### config.mk
export PLATFORM = sky130hd
export DESIGN_NAME = asynchronous_counter
export DESIGN_NICKNAME = d
export VERILOG_FILES = /design/src/rtl/asynchronous_counter_pkg.sv /design/src/rtl/asynchronous_counter_toggle_stage.sv /design/src/rtl/asynchronous_counter.sv
export SDC_FILE = /design/constraint.sdc
export NUM_CORES = 1
export LEC_CHECK = 0
export CAP_MARGIN = 20
export CORE_AREA = 2 2 39 41
export DETAILED_ROUTE_END_ITERATION = 10
export DIE_AREA = 0 0 41 43
export GPL_ROUTABILITY_DRIVEN = 0
export PLACE_DENSITY_LB_ADDON = 0.25
export REMOVE_ABC_BUFFERS = 1
export SLEW_MARGIN = 15
export SYNTH_ARGS = -nofsm -noshare
export SYNTH_HDL_FRONTEND = slang
export SYNTH_HIERARCHICAL = 1
export SYNTH_SLANG_ARGS = --single-unit
### constraint.sdc
create_clock -name clk -period 0.9 [get_ports clk]
set_input_delay 0.18 -clock clk [delete_from_list [all_inputs] [get_ports clk]]
set_output_delay 0.18 -clock clk [all_outputs]
set_load 0.01 [all_outputs]
### src/rtl/asynchronous_counter_pkg.sv
// Shared constants and helpers for the ripple-style binary up-counter.
// The optional terminal-count output is enabled by ASYNC_CNT_TC_EN.
package asynchronous_counter_pkg;

    localparam int ASYNC_CNT_DEFAULT_WIDTH = 4;
    localparam int ASYNC_CNT_MAX_WIDTH     = 32;

    // All-ones value for a counter of the given width, zero-extended to 32 bits.
    function automatic logic [31:0] terminal_value(input int width);
        logic [31:0] result;
        if (width >= ASYNC_CNT_MAX_WIDTH) begin
            result = 32'hFFFF_FFFF;
        end else begin
            result = (32'd1 << width) - 32'd1;
        end
        return result;
    endfunction

endpackage

### src/rtl/asynchronous_counter_toggle_stage.sv
// Single T flip-flop stage of the counter: toggles on clk when t_en is high,
// cleared synchronously by rst.
module toggle_stage (
    input  logic clk,
    input  logic rst,
    input  logic t_en,
    output logic q
);

    logic q_reg;

    always_ff @(posedge clk) begin
        if (rst) begin
            q_reg <= 1'b0;
        end else if (t_en) begin
            q_reg <= ~q_reg;
        end
    end

    assign q = q_reg;

endmodule

### src/rtl/asynchronous_counter.sv
// Free-running binary up-counter built from a chain of toggle stages whose
// carry is a combinational enable chain. Define ASYNC_CNT_TC_EN to add tc.
module asynchronous_counter
    import asynchronous_counter_pkg::*;
#(
    parameter int WIDTH = ASYNC_CNT_DEFAULT_WIDTH
) (
    input  logic             clk,
    input  logic             rst,
    output logic [WIDTH-1:0] q
`ifdef ASYNC_CNT_TC_EN
    ,
    output logic             tc
`endif
);

    logic [WIDTH-1:0] t_en;
    logic [WIDTH-1:0] count;

    // Stage i toggles when every lower stage is 1, i.e. stage i-1 is about to fall.
    assign t_en[0] = 1'b1;

    generate
        for (genvar gi = 1; gi < WIDTH; gi++) begin : g_carry
            assign t_en[gi] = t_en[gi-1] & count[gi-1];
        end

        for (genvar gi = 0; gi < WIDTH; gi++) begin : g_stage
            toggle_stage u_stage (
                .clk  (clk),
                .rst  (rst),
                .t_en (t_en[gi]),
                .q    (count[gi])
            );
        end
    endgenerate

    assign q = count;

`ifdef ASYNC_CNT_TC_EN
    localparam logic [WIDTH-1:0] TERMINAL     = WIDTH'(terminal_value(WIDTH));
    localparam logic [WIDTH-1:0] PRE_TERMINAL = TERMINAL - WIDTH'(1);

    logic tc_reg;

    // Registered flag: set on the edge that moves the count onto all-ones,
    // so it is high exactly while q holds the terminal value.
    always_ff @(posedge clk) begin
        if (rst) begin
            tc_reg <= 1'b0;
        end else begin
            tc_reg <= (count == PRE_TERMINAL);
        end
    end

    assign tc = tc_reg;
`endif

endmodule

Yosys cells after proc, flatten, opt, wreduce, memory -nomap -nowiden
Index checks and enable logic that the tools add are counted.
Widths: inputs -> output; s select.
{"block": "op_classes", "multipliers": 0, "bitwise_logic": 6, "n_mux": 0, "reduce_logical": 0, "n_addsub": 0, "shift": 0, "n_eq_ne": 0, "div_mod_pow": 0, "order_cmp": 0}
{"cell": "$not 1->1", "n": 4}
{"cell": "$and 1x1->1", "n": 2}
{"block": "word_totals", "mem_count": 0, "mem_bits_rw": 0, "word_cells": 10, "ff_bits": 4, "output_inout_bits": 4, "latch_bits": 0, "input_bits": 2, "mem_bits_ro": 0}

Longest topological paths before layout
{"block": "depth", "depth_word": 2, "depth_mapped": 3, "depth_no_buf": 3}

Hierarchy
Netlist, hierarchy kept.
{"mod": "toggle_stage", "area_per_inst_um2": 32.5, "instances": 4, "cells_per_inst": 3}
{"mod": "asynchronous_counter", "area_per_inst_um2": 23.8, "instances": 1, "cells_per_inst": 4}

Least setup slack after synthesis
No wires, ideal clock.
{"block": "synth_path", "path_type": "register to register", "start": "register g_stage[1].u_stage.q_reg", "end": "register g_stage[3].u_stage.q_reg", "path_slack_ns": 0.065, "arrival_ns": 0.720, "n_path_buf": 0, "required_ns": 0.785, "setup_ns": 0.115, "stages_incl_launch_ff": 4, "path_cell_list": "dfxtp_1 and3_1 xnor2_1 nor2_1"}
{"block": "synth_via", "elab_chain_cells": 2}
{"item": "start, declared", "line": "asynchronous_counter_toggle_stage.sv:10", "text": "logic q_reg;"}
{"item": "start signal, assigned", "line": "asynchronous_counter_toggle_stage.sv:16", "text": "q_reg <= ~q_reg;"}
{"item": "$and 1x1->1 (2 in series)", "line": "asynchronous_counter.sv:25", "text": "assign t_en[gi] = t_en[gi-1] & count[gi-1];"}
{"item": "via t_en[3]", "line": "asynchronous_counter.sv:17", "text": "logic [WIDTH-1:0] t_en;"}
{"item": "end signal, assigned", "line": "asynchronous_counter_toggle_stage.sv:16"}
{"item": "end, declared", "line": "asynchronous_counter_toggle_stage.sv:10"}
The timed path passes the listed nets, and every way through them passes these cells.
A chain may end at the register's enable or synchronous reset.

Worst setup path after layout
Same ends and word-level chain as after synthesis.

==> results_dict.tcl <==
set metrics [dict create \
    ys.flop_type "dfxtp_1" \
    clkLatencyLatePin_ns 0.24 \
    portBuffers 5 \
    cts.hold.buffers_added 0 \
    synth-xor-area-share_pct 22.76 \
    dr_wl_met2_microns 126 \
    synth_top_area_share_pct 52.03 \
    timing_worst_setup_path_type "register to register" \
    grt_pass1_wl_microns 469 \
    synth_common_cells "dfxtp_1 (4), nor2_1 (4), xnor2_1 (4)" \
    drt-initial-drc-count 3 \
    required_ns 1.03 \
    die_x_microns 41 \
    routedLengthMet1_microns 182 \
    clk_path_buf_depth 2 \
    overflow 0 \
    clkTransAtPathRegs_ns 0.04 \
    via_per_inst 3.244 \
    io_pins 6 \
    num_vias 146 \
    largest_reg_flops 4 \
    cp.arrival_ns 1.03 \
    track_usage_pct 5.221 \
    synth-edff-count 0 \
    hp-class "input pin to register" \
    leakage_nw 0.1287 \
    yosysWarningCount 6 \
    regToRegSetupSlack_ns 0.006 \
    maxSlewViolCount 0 \
    postLayoutCoreUtil_pct 20.80 \
    hold_ws_ns 0.5727 \
    rows 14 \
    synth_top_family_by_area "XOR/XNOR gates" \
    post_drt_wl_per_cell_microns 8.156 \
    initial_core_util_pct 11.12 \
    drcViolationCount 0 \
    end_kind "register" \
    ir_worst_vdd_mv 0.5934 \
    yosys-mux-area-fraction_pct 0 \
    area_delta_synth_final_pct 86.99 \
    drt_wl_total_microns 367 \
    finalHoldViolCount 0 \
    die_y_microns 43 \
    maxCapViolations 0 \
    top_layer "met3" \
    numClockSinks 4 \
    ant_nets 0 \
    min_period_ns 0.8940 \
    setup_viol 0 \
    drive_gt1_share_pct 62.07 \
    wl_met3_microns 58 \
    clock_skew_ns 0.002453 \
    cp_max_fo 3 \
    fmax_ghz 1.119 \
    synth_cell_types 7 \
    dr.pass1.iters 2 \
    num_antenna_cells 0 \
    place_ws_ns -0.1272 \
    synthTopCellsByArea "dfxtp_1 (52%), xnor2_1 (23%), nor2_1 (9.8%)" \
    synth_fa_ha_area_share_pct 0 \
    synth_compound_area_share_pct 0 \
    cts.htree.levels 1 \
    antenna_found_initial 0 \
    yosysTopAreaCell "dfxtp_1" \
    cts-buffers-inserted 3 \
    clockRootBuffer "clkbuf_4" \
    ys_ff_latch 4 \
    synth_area_per_cell_sq_um 9.619 \
    powerDensity_nw_per_um2 1894 \
    setup_ws_ns 0.005966 \
    synthArstFlopShare_pct 0 \
    grt_pass1_vias 112 \
    die-area_sq_um 1763 \
    num-nets-final 33 \
    grt_setup_unrepaired "true" \
    cp-start-kind "register" \
    outcome "finished clean" \
    yosys.area_share.simple_pct 17.89 \
    cts_tree "done" \
    grt_max_degree 5 \
    period_share_pct 99.34 \
    core_region_area_sq_um 1384 \
    ys_seq_area_share_pct 52.03 \
    synth_cells 16 \
    syn_area_sq_um 153.9 \
]
timing repair:
action                     CTS  global route
gates resized for setup     16             7
setup buffers                0             2
setup endpoints to repair    5             5
pin swaps                    0             3
logic make-up (layout without fill, tap and decap cells):
group,after synthesis,count (layout)
xor gates and xnor gates,4,4
buffers and inverters,1,14
DFF,4,4
other,1,1
and+or+nand+nor,6,6
stage by stage:
step | instances | instance area, sq um | TNS (ns) | total power [mW]
6_report | 45 | 287.8 | 0 | 0.5449
3_5_place_dp | 40 | 246.5 | -0.4913 | 0.2973
2_1_floorplan | 15 | 146.4 | 0 | 0.2408
3_3_place_gp | 40 | 246.5 | -0.4867 | 0.2963
4_1_cts | 43 | 249.0 | -0.001310 | 0.5284
5_1_grt | 45 | 287.8 | -0.05486 | 0.5787
per-layer routing:
metal  vias to the layer above  GRT usage, %
met5                         -             0
met4                         0         4.000
met3                         0         9.424
met2                        10         3.438
met1                        64         5.466
li1                         72             -
path summary, 6_finish.rpt:
check,endpoint,depth (start not counted),from
max,g_stage[3].u_stage/q,4,g_stage[1].u_stage/q
min,g_stage[3].u_stage/q,2,rst
max reg2reg,g_stage[3].u_stage/q,4,g_stage[1].u_stage/q
min reg2reg,g_stage[2].u_stage/q,3,g_stage[2].u_stage/q
layout by cell type, fill, tap and decap left out:
cell / synthesis / routed
buf_6: 0 / 2
dfxtp_2: 0 / 3
buf_2: 0 / 4
dfxtp_1: 4 / 1
nor2_1: 4 / 4
clkdlybuf4s50_1: 0 / 1
and2_1: 1 / 1
clkbuf_4: 0 / 3
and3_4: 0 / 1
buf_4: 1 / 4
xnor2_1: 4 / 3
xnor2_2: 0 / 1
conb_1: 1 / 1
critical path, stage by stage, from the launching register on:
cell and delay, ns:
dfxtp_2 0.31, buf_6 0.11, and3_4 0.17, xnor2_2 0.14
nor2_1 0.05
area by class of cell:
| class | instances | area, sq um |
|---|---|---|
| clock buffer | 3 | 22.52 |
| sequential | 4 | 83.83 |
| fill | 158 | 1096 |
| tap | 16 | 20.02 |
| multi-input combinational | 11 | 78.83 |
| timing repair buffer | 11 | 82.58 |
power breakdown:
part | internal (mW) | switching (mW)
Combinational | 0.0660 | 0.0409
Sequential | 0.195 | 0.00821
Clock | 0.150 | 0.0849
(Power assumes the default switching activity.)
